File: config.mk
export PLATFORM = sky130hd
export DESIGN_NAME = alu_arbiter
export DESIGN_NICKNAME = d
export VERILOG_FILES = /design/src/rtl/alu_arbiter.sv
export SDC_FILE = /design/constraint.sdc
export NUM_CORES = 1
export LEC_CHECK = 0
export CORE_AREA = 4 4 148 150
export CTS_CLUSTER_SIZE = 10
export DETAILED_ROUTE_END_ITERATION = 10
export DIE_AREA = 0 0 152 154
export GPL_ROUTABILITY_DRIVEN = 0
export PLACE_DENSITY = 0.59
export RECOVER_POWER = 25
export SYNTH_ARGS = -nofsm -noshare
export SYNTH_HDL_FRONTEND = slang
export SYNTH_SLANG_ARGS = --single-unit
File: constraint.sdc
create_clock -name clk -period 4.8 [get_ports clk]
set_clock_uncertainty 0.2 [all_clocks]
set_input_delay 0.48 -clock clk [delete_from_list [all_inputs] [get_ports clk]]
set_output_delay 0.48 -clock clk [all_outputs]
set_load 0.01 [all_outputs]
File: src/rtl/alu_arbiter.sv
// alu_arbiter: round-robin sharing of one combinational ALU between NREQ
// requesters, with a single-entry registered response slot and an
// accepted-operation counter.
module alu_arbiter #(
  parameter int NREQ  = 3,
  parameter int CNT_W = 32
) (
  input  logic                  clk,
  input  logic                  rst_n,
  input  logic [NREQ-1:0]       req_valid,
  output logic [NREQ-1:0]       req_ready,
  input  logic [32*NREQ-1:0]    req_a,
  input  logic [32*NREQ-1:0]    req_b,
  input  logic [3*NREQ-1:0]     req_op,
  input  logic [3*NREQ-1:0]     req_br_ctrl,
  output logic [31:0]           alu_a,
  output logic [31:0]           alu_b,
  output logic [2:0]            alu_op,
  output logic [2:0]            alu_br_ctrl,
  input  logic [31:0]           alu_c,
  input  logic                  alu_br_true,
  output logic                  rsp_valid,
  input  logic                  rsp_ready,
  output logic [1:0]            rsp_id,
  output logic [31:0]           rsp_c,
  output logic                  rsp_br_true,
  output logic [CNT_W-1:0]      op_count
);

  typedef enum logic {EMPTY, FULL} state_t;

  state_t     state;
  logic [1:0] ptr;
  logic [1:0] win;
  logic       found;
  logic       can_accept;
  logic       grant;
  int         idx;

  // Round-robin scan starting just after the last winner.
  always_comb begin
    found = 1'b0;
    win   = 2'd0;
    idx   = 0;
    for (int k = 1; k <= NREQ; k++) begin
      idx = (int'(ptr) + k) % NREQ;
      if (!found && req_valid[idx]) begin
        found = 1'b1;
        win   = 2'(idx);
      end
    end
  end

  // The slot can take a new result when empty or draining this cycle.
  assign can_accept = (state == EMPTY) || rsp_ready;
  assign grant      = found && can_accept;
  assign req_ready  = grant ? (NREQ'(1) << win) : '0;
  assign rsp_valid  = (state == FULL);

  // Steer the granted requester onto the ALU; idle inputs are zero.
  always_comb begin
    alu_a       = 32'd0;
    alu_b       = 32'd0;
    alu_op      = 3'd0;
    alu_br_ctrl = 3'd0;
    if (grant) begin
      alu_a       = req_a[32*win +: 32];
      alu_b       = req_b[32*win +: 32];
      alu_op      = req_op[3*win +: 3];
      alu_br_ctrl = req_br_ctrl[3*win +: 3];
    end
  end

  // Slot FSM, response capture, rr pointer and op counter.
  always_ff @(posedge clk) begin
    if (!rst_n) begin
      state       <= EMPTY;
      rsp_id      <= 2'd0;
      rsp_c       <= 32'd0;
      rsp_br_true <= 1'b0;
      op_count    <= '0;
      ptr         <= 2'(NREQ - 1);
    end else begin
      if (grant) begin
        state       <= FULL;
        rsp_id      <= win;
        rsp_c       <= alu_c;
        rsp_br_true <= alu_br_true;
        ptr         <= win;
        op_count    <= op_count + CNT_W'(1);
      end else if (state == FULL && rsp_ready) begin
        state <= EMPTY;
      end
    end
  end

endmodule
==> out/metrics.cfg, run 1 <==
[route]
drtPass1Iterations=7
m1WireLength_um=10900
via_per_inst=4.94
ant_nets=0
wl_per_cell_um=20.2
routed.top_layer=met4
routed_wl_um=27100
route.detailed.drc=0
met2_length_um=12900
dr_wl_met3_um=2640
drt_iter0_markers=506
vias=6629

[pwr]
ir_drop_uv=408
p_per_area_mw_per_mm2=688
p_total_mw=6.29
p_leak_nw=3.42

[sta]
slew_headroom_pct=21.3
drv_slew=0
finalCritPeriodShare_pct=95.7
whs_ns=0.247
finalSetupTns_ns=0
clock.fmax_ghz=0.218
hold_violations=0
rsz0062_at_grt=no
worst_pin_slew_ns=1.18
setup_viol=0
period_minus_slack_ns=4.59

[cts]
tritoncts=done
htree_levels=3
cts_inserted_buffers=9
cts_buffer_depth=2
ctsRootBufferMaster=clkbuf_16
clock-sinks=69
post_cts_buffers=0
clk_latency_ns=0.33
cts_hold_buf=0
post_cts_resized=0
path_clk_slew_ns=0.06

[layout]
n_fill_cell=2137
syn_to_final_growth_pct=90.5
nets=1312
layout-drive-gt1-share_pct=4.99

[synthesis]
syn_area_per_cell_um2=6.85
synth_seq_cells=69
yosysSeqAreaShare_pct=28.8
synth_most_common_cell=nand2_1
ys_warn_count=0
synth_flop_cell=dfxtp_1
ys_async_sr_fraction_pct=0
syn_nets=955
netlist_area_mm2=0.00480
synth_edf_count=0
synth.distinct_cells=58
synth_top_area_share_pct=28.8
synth_top_area_cell=dfxtp_1
synthCells=701
yosys-top-cells-count=227 x nand2_1, 81 x o21ai_0, 70 x a31oi_1, 69 x dfxtp_1, 59 x a21oi_1
synthTopCellsByArea=dfxtp_1 29%, nand2_1 18%, a31oi_1 9.1%

[floorplanning]
coreArea_mm2=0.0207
die-area_mm2=0.0234
die_h_um=154
dieWidth_um=152
rows=53
io_pins=390
initial_utilization_pct=23.2

[global_route]
grt_start_max_net_pins=72
grt_use_total_pct=21.5
grt_pass1_vias=6418
overflow=0
grt_pass1_wl_um=39100
antenna_found_initial=4

[setup_path]
cp.arrival_ns=3.91
crit_fanout=40
startpoint_type=register
cp_top_family=compound AO/OA/AOI/OAI gates
end_kind=output pin
cp_slowest_stage_delay_ns=0.70
worstSetupPathType=reg2out
worstPathRequired_ns=4.12
cp_slowest_cell=o211ai_4
crit_chain=inv_1 > ha_1 > or4b_1 > o311a_2 > o211ai_4 > buf_12 > nand2_1 > a31oi_1 > clkdlybuf4s50_1
reg2reg_setup_slack_ns=1.78
path_buf_inv=3

[placement]
hpwl_um=21500
portBuffers=389

[job]
drv_cap=0

[min_path]
hold_path_class=reg2reg

[run_status]
outcome=completed

[final cells by class]
cell class	instances	area, µm²	area share (%)
Timing Repair Buffer	406	4060	44.4
Multi-Input combinational cell	562	3040	33.2
Sequential cell	69	1380	15.1
Tap cell	275	344	3.76
Clock buffer	12	256	2.80
Inverter	10	37.5	0.410
Clock inverter	4	22.5	0.246
Antenna cell	3	7.51	0.0821
[path summary, 6_finish.rpt]
path	start	to	depth (start not counted)
worst max-delay path	rsp_id[0]$_SDFFE_PN0P_	alu_b[26]	9
worst min-delay path	rsp_c[8]$_SDFFE_PN0P_	rsp_c[8]$_SDFFE_PN0P_	2
worst max register to register	rsp_id[0]$_SDFFE_PN0P_	op_count[5]$_SDFFE_PN0P_	8
worst min register to register	rsp_c[8]$_SDFFE_PN0P_	rsp_c[8]$_SDFFE_PN0P_	2
[worst min-delay path, delay by kind of cell, from the launching register on]
kind             cells  cell delay [ns]
flip-flops           1             0.30
AND/OR/NAND/NOR      1             0.05
AO/OA/AOI/OAI        1             0.05
[flip-flops by register name, indices dropped and copies added (netlist names)]
signal and flops:
op_count 32, rsp_id 2, rsp_c 32, rsp_br_true 1
rsp_valid 1, ptr 1
[kinds of logic after synthesis]
group,Yosys count,synth area share (%)
adders and majority gates,5,1.30
muxes,8,2.01
buffers and inverters,70,8.29
xor gates and xnor gates,3,0.547
DFF,69,28.8
AOI/OAI and AO/OA,247,31.6
and+or+nand+nor,299,27.5
[report_power, final]
| part | internal (mW) | switching [mW] |
|---|---|---|
| clock network | 0.375 | 0.248 |
| logic | 2.22 | 2.71 |
| registers | 0.673 | 0.0606 |
[routing by layer]
metal  vias up  track usage [%]
li1       3229                -
met1      3060             25.9
met2       304             35.6
met3        36             8.39
met4         0             5.99
met5         -                0
[per-stage QoR]
stage	cells	setup slack (ns)	instance area (µm²)	utilization, %
global route	1341	0.0301	9150	44.2
floorplan	701	1.74	4800	-
CTS	1338	0.183	9140	44.2
finish	1341	0.205	9150	44.2
detailed placement	1322	0.544	8860	42.8
global placement	1322	0.572	8860	42.8
[cell usage in the layout, fill, tap and decap left out, types with 5 or more instances in the layout]
cell type	n
clkdlybuf4s50_1	337
nand2_1	227
o21ai_0	81
a31oi_1	70
dfxtp_1	69
a21oi_1	59
dlygate4sd3_1	52
o31ai_1	15
buf_4	14
or4_1	10
inv_1	9
or3_1	9
clkbuf_16	9
nor2_1	8
nand3_1	8
nand4_1	6
nand2b_1	5
ha_1	5
(Power assumes the default switching activity.)
==> run 2, diff against run 1 <==
--- a/config.mk
+++ b/config.mk
@@ -5,13 +5,15 @@
 export SDC_FILE = /design/constraint.sdc
 export NUM_CORES = 1
 export LEC_CHECK = 0
-export CORE_AREA = 4 4 148 150
+export CORE_AREA = 4 4 147 149
 export CTS_CLUSTER_SIZE = 10
 export DETAILED_ROUTE_END_ITERATION = 10
-export DIE_AREA = 0 0 152 154
+export DIE_AREA = 0 0 151 153
 export GPL_ROUTABILITY_DRIVEN = 0
 export PLACE_DENSITY = 0.59
 export RECOVER_POWER = 25
+export REMOVE_ABC_BUFFERS = 1
+export SLEW_MARGIN = 15
 export SYNTH_ARGS = -nofsm -noshare
 export SYNTH_HDL_FRONTEND = slang
 export SYNTH_SLANG_ARGS = --single-unit
==> constraint.sdc (replaced) <==
create_clock -name clk -period 5 [get_ports clk]
set_clock_uncertainty 0.2 [all_clocks]
set_input_delay 0.5 -clock clk [delete_from_list [all_inputs] [get_ports clk]]
set_output_delay 0.5 -clock clk [all_outputs]
set_load 0.01 [all_outputs]
==> out/metrics.cfg, run 2 (synthesis gave the netlist of run 1 again) <==
[sta]
clock.fmax_ghz=0.213
finalCritPeriodShare_pct=93.9
whs_ns=0.250  ; was 0.247 ns
setup_slack_ns=0.306  ; was 0.205 ns
setup_viol=0  ; unchanged
worst_pin_slew_ns=1.01  ; was 1.18 ns
slew_headroom_pct=32.2  ; was 21.3%
hold_violations=0  ; unchanged
rsz0062_at_grt=no  ; unchanged
period_minus_slack_ns=4.69
drv_slew=0  ; unchanged

[cts]
clock-sinks=69  ; unchanged
cts_buffer_depth=2  ; unchanged
ctsRootBufferMaster=clkbuf_16  ; unchanged
path_clk_slew_ns=0.05  ; was 0.06 ns
post_cts_resized=0  ; unchanged
post_cts_buffers=0  ; unchanged
clk_latency_ns=0.33  ; about the same
cts_inserted_buffers=9  ; unchanged
htree_levels=3  ; unchanged
cts_hold_buf=0  ; unchanged
tritoncts=done  ; unchanged

[pwr]
ir_drop_uv=355  ; was 408 µV
p_total_mw=6.03  ; was 6.29 mW
p_leak_nw=3.42  ; about the same
p_per_area_mw_per_mm2=658  ; was 688 mW/mm²

[layout]
syn_to_final_growth_pct=91.0  ; was 90.5%
layout-drive-gt1-share_pct=4.27  ; was 4.99%
final_common_cell=clkdlybuf4s50_1  ; unchanged
layout_common_cells=337 x clkdlybuf4s50_1, 227 x nand2_1, 81 x o21ai_0  ; unchanged
top_regs=op_count: 32 flops, rsp_c: 32 flops, rsp_id: 2 flops  ; unchanged
multi_input_area_mm2=0.00304  ; unchanged
seqCellArea_mm2=0.00138  ; unchanged
nets=1304  ; was 1312
n_fill_cell=2041  ; was 2137
fin_cells=1332  ; was 1341
fin_area_mm2=0.00917  ; was 0.00915 mm²

[global_route]
grt_use_total_pct=20.1  ; was 21.5%
grt_start_max_net_pins=75  ; was 72
overflow=0  ; unchanged
antenna_found_initial=7  ; was 4
grt_pass1_wl_um=36100  ; was 39100 µm
grt_pass1_vias=6295  ; was 6418

[run_status]
outcome=completed  ; unchanged

[setup_path]
worstPathRequired_ns=4.30  ; was 4.12 ns
path_buf_inv=2  ; was 3
worstReg2RegStart=rsp_id[0]$_SDFFE_PN0P_  ; unchanged
crit_fanout=32  ; was 40
startpoint=rsp_id[0]$_SDFFE_PN0P_  ; unchanged
worstSetupPathType=reg2out  ; unchanged
startpoint_type=register  ; unchanged
reg2reg_setup_slack_ns=1.80  ; was 1.78 ns
cp_top_family=compound AO/OA/AOI/OAI gates  ; unchanged
crit_chain=inv_1 > ha_1 > or4b_1 > o311a_2 > o211ai_4 > nand2_1 > a31oi_1 > clkdlybuf4s50_1  ; was inv_1 > ha_1 > or4b_1 > o311a_2 > o211ai_4 > buf_12 > nand2_1 > a31oi_1 > clkdlybuf4s50_1
cp.arrival_ns=3.99  ; was 3.91 ns
cp_slowest_cell=o211ai_4  ; unchanged
cp_slowest_stage_delay_ns=0.81  ; was 0.70 ns
end_kind=output pin  ; unchanged

[route]
vias=6553  ; was 6629
drt_iter0_markers=375  ; was 506
via_per_inst=4.92  ; was 4.94
routed_wl_um=24700  ; was 27100 µm
route.detailed.drc=0  ; unchanged
wl_per_cell_um=18.6  ; was 20.2 µm
drtPass1Iterations=5  ; was 7
ant_nets=0  ; unchanged

[floorplanning]
coreArea_mm2=0.0202  ; was 0.0207 mm²
rows=52  ; was 53
die-area_mm2=0.0231  ; was 0.0234 mm²
dieWidth_um=151  ; was 152 µm
io_pins=390  ; unchanged
die_h_um=153  ; was 154 µm
initial_utilization_pct=23.8  ; was 23.2%

[placement]
dp_slack_ns=0.512  ; was 0.544 ns
hpwl_um=19000  ; was 21500 µm
place_inst=1309  ; was 1322
portBuffers=389  ; unchanged
place_area_mm2=0.00879  ; was 0.00886 mm²

[min_path]
hold_start=rsp_c[17]$_SDFFE_PN0P_  ; was rsp_c[8]$_SDFFE_PN0P_
hold_path_class=reg2reg  ; unchanged

[job]
drv_cap=0  ; unchanged

## run 2: layer usage
metal	track usage, %	share of wire, %	vias to the layer above
met3	7.49	10	29
met4	7.12	2.3	0
met5	0	0	-
met2	34.5	50	279
met1	22.5	37	3033
li1	-	-	3212
## run 2: stage by stage
stage	utilization [%]	TNS, ns
2_1_floorplan	-	-31.91
4_1_cts	45.4	0
3_5_place_dp	43.6	0
6_report	45.5	0
3_3_place_gp	43.6	0
5_1_grt	45.5	0
## run 2: final timing paths
| path | depth (start not counted) | endpoint |
|---|---|---|
| hold reg to reg | 2 | rsp_c[17]$_SDFFE_PN0P_ |
| setup / recovery | 8 | alu_b[4] |
| setup reg to reg | 8 | rsp_c[8]$_SDFFE_PN0P_ |
| hold / removal | 2 | rsp_c[17]$_SDFFE_PN0P_ |
## run 2: area by class of cell
cell class                      instances  share of cell area (%)
Timing Repair Buffer                  398                    43.6
Multi-Input combinational cell        562                    33.1
Sequential cell                        69                    15.1
Tap cell                              270                    3.68
Clock buffer                           13                    2.95
Clock inverter                          3                   0.982
Inverter                               10                   0.409
Antenna cell                            7                   0.191
## run 2: tightest hold or removal path, stage by stage, from the launching register on
cell     delay (ns)
dfxtp_1        0.30
nand2_1        0.05
a21oi_1        0.05
## run 2: report_power, final
part           internal [mW]  switching [mW]  leakage (nW)
logic                   2.08            2.49          2.68
registers              0.646          0.0586         0.565
clock network          0.528           0.233         0.176
==> run 3, diff against run 2 <==
--- a/config.mk
+++ b/config.mk
@@ -5,12 +5,12 @@
 export SDC_FILE = /design/constraint.sdc
 export NUM_CORES = 1
 export LEC_CHECK = 0
-export CORE_AREA = 4 4 147 149
+export CORE_AREA = 8 8 147 149
 export CTS_CLUSTER_SIZE = 10
 export DETAILED_ROUTE_END_ITERATION = 10
-export DIE_AREA = 0 0 151 153
+export DIE_AREA = 0 0 155 157
 export GPL_ROUTABILITY_DRIVEN = 0
-export PLACE_DENSITY = 0.59
+export PLACE_DENSITY = 0.62
 export RECOVER_POWER = 25
 export REMOVE_ABC_BUFFERS = 1
 export SLEW_MARGIN = 15
==> out/metrics.cfg, run 3 (synthesis gave the netlist of run 1 again) <==
[run_status]
outcome=completed  ; unchanged

[layout]
layout_common_cells=337 x clkdlybuf4s50_1, 227 x nand2_1, 81 x o21ai_0  ; unchanged
seqCellArea_mm2=0.00138  ; unchanged
n_fill_cell=1874  ; was 2041
layout-drive-gt1-share_pct=4.72  ; was 4.27%
final_common_cell=clkdlybuf4s50_1  ; unchanged
syn_to_final_growth_pct=91.6  ; was 91.0%
multi_input_area_mm2=0.00304  ; unchanged
top_regs=op_count: 32 flops, rsp_c: 32 flops, rsp_id: 2 flops  ; unchanged
nets=1308  ; was 1304

[setup_path]
startpoint_type=register  ; unchanged
cp.arrival_ns=3.87  ; was 3.99 ns
end_kind=output pin  ; unchanged
worstSetupPathType=reg2out  ; unchanged
crit_fanout=24  ; was 32
worstPathRequired_ns=4.30  ; about the same

[sta]
period_minus_slack_ns=4.57  ; was 4.69 ns
rsz0062_at_grt=no  ; unchanged
slew_headroom_pct=44.5  ; was 32.2%
setup_viol=0  ; unchanged
worst_pin_slew_ns=0.830  ; was 1.01 ns
clock.fmax_ghz=0.219  ; was 0.213 GHz
finalCritPeriodShare_pct=91.4  ; was 93.9%
hold_violations=0  ; unchanged
drv_slew=0  ; unchanged
finalSetupTns_ns=0  ; unchanged

[route]
via_per_inst=4.90  ; was 4.92
drt_iter0_markers=477  ; was 375
drtPass1Iterations=6  ; was 5
dr_wl_met3_um=2570  ; was 2470 µm
routed.top_layer=met4  ; unchanged
vias=6512  ; was 6553
met2_length_um=13000  ; was 12500 µm
route.detailed.drc=0  ; unchanged
wl_per_cell_um=19.6  ; was 18.6 µm
routed_wl_um=26100  ; was 24700 µm
ant_nets=0  ; unchanged
m1WireLength_um=9880  ; was 9240 µm

[floorplanning]
dieWidth_um=155  ; was 151 µm
rows=51  ; was 52
io_pins=390  ; unchanged
coreArea_mm2=0.0192  ; was 0.0202 mm²
die_h_um=157  ; was 153 µm
die-area_mm2=0.0243  ; was 0.0231 mm²
initial_utilization_pct=25.0  ; was 23.8%

[cts]
path_clk_slew_ns=0.06  ; was 0.05 ns
clk_latency_ns=0.33  ; about the same
clock-sinks=69  ; unchanged
ctsRootBufferMaster=clkbuf_16  ; unchanged
htree_levels=3  ; unchanged
cts_buffer_depth=2  ; unchanged
tritoncts=done  ; unchanged
cts_inserted_buffers=9  ; unchanged
post_cts_buffers=0  ; unchanged
post_cts_resized=0  ; unchanged
cts_hold_buf=0  ; unchanged

[pwr]
p_per_area_mw_per_mm2=661  ; was 658 mW/mm²
ir_drop_uv=386  ; was 355 µV
p_leak_nw=3.44  ; was 3.42 nW
p_total_mw=6.08  ; was 6.03 mW

[global_route]
grt_pass1_wl_um=38200  ; was 36100 µm
grt_pass1_vias=6420  ; was 6295
antenna_found_initial=5  ; was 7
grt_start_max_net_pins=96  ; was 75
overflow=0  ; unchanged
grt_use_total_pct=20.3  ; was 20.1%

[min_path]
hold_path_class=reg2reg  ; unchanged

[placement]
portBuffers=389  ; unchanged
hpwl_um=20800  ; was 19000 µm

[job]
drv_cap=0  ; unchanged

## run 3: cell count changes in the layout (fill, tap and decap cells not counted)
cell,previous run,this run
buf_12,3,4
diode_2,7,5
buf_4,6,9
clkinvlp_4,0,1
clkbuf_1,1,0
clkbuf_8,3,2
clkinv_4,0,1
## run 3: layout make-up
cell class	instances	share of cell area (%)
Antenna cell	5	0.136
Clock buffer	11	2.75
Clock inverter	5	1.16
Inverter	10	0.408
Multi-Input combinational cell	562	33.0
Sequential cell	69	15.0
Tap cell	265	3.60
Timing Repair Buffer	402	43.9
## run 3: worst max-delay path, cell delays in order, from the launching register on
cell	delay (ns)
dfxtp_1	0.37
inv_1	0.09
ha_1	0.46
or4b_1	0.57
o311a_2	0.16
o211ai_4	0.61
buf_4	0.36
nand2_1	0.09
a31oi_1	0.21
clkdlybuf4s50_1	0.61
## run 3: layer usage
metal  global-route usage [%]  vias up
li1                         -     3219
met3                     7.76       36
met4                     7.98        0
met5                        0        -
met2                     34.7      269
met1                     22.4     2988
## run 3: worst paths after layout
| kind | depth (start not counted) | from | end | slack (ns) |
|---|---|---|---|---|
| worst max-delay path | 9 | rsp_id[0]$_SDFFE_PN0P_ | alu_b[16] | 0.43 |
| worst min-delay path | 2 | rsp_c[1]$_SDFFE_PN0P_ | rsp_c[1]$_SDFFE_PN0P_ | 0.25 |
| worst min register to register | 2 | rsp_c[1]$_SDFFE_PN0P_ | rsp_c[1]$_SDFFE_PN0P_ | 0.25 |
| worst max register to register | 8 | rsp_id[0]$_SDFFE_PN0P_ | op_count[0]$_SDFFE_PN0P_ | 1.97 |
## run 3: where the power goes
| group | internal (mW) | switching, mW | leakage (nW) | total (mW) |
|---|---|---|---|---|
| Sequential | 0.646 | 0.0590 | 0.565 | 0.705 |
| Combinational | 2.13 | 2.49 | 2.71 | 4.62 |
| Clock | 0.515 | 0.244 | 0.172 | 0.759 |
## run 3: per-stage QoR
step,std cells,utilization (%),area (µm²),hold slack [ns],setup WS (ns)
after floorplan,641,-,4440,0.281,-0.437
after detailed placement,1308,46.0,8830,0.246,0.737
after global placement,1308,46.0,8830,0.242,0.735
after CTS,1324,47.8,9190,0.253,0.382
final,1329,47.9,9200,0.248,0.429
after global routing,1329,47.9,9200,0.260,0.138
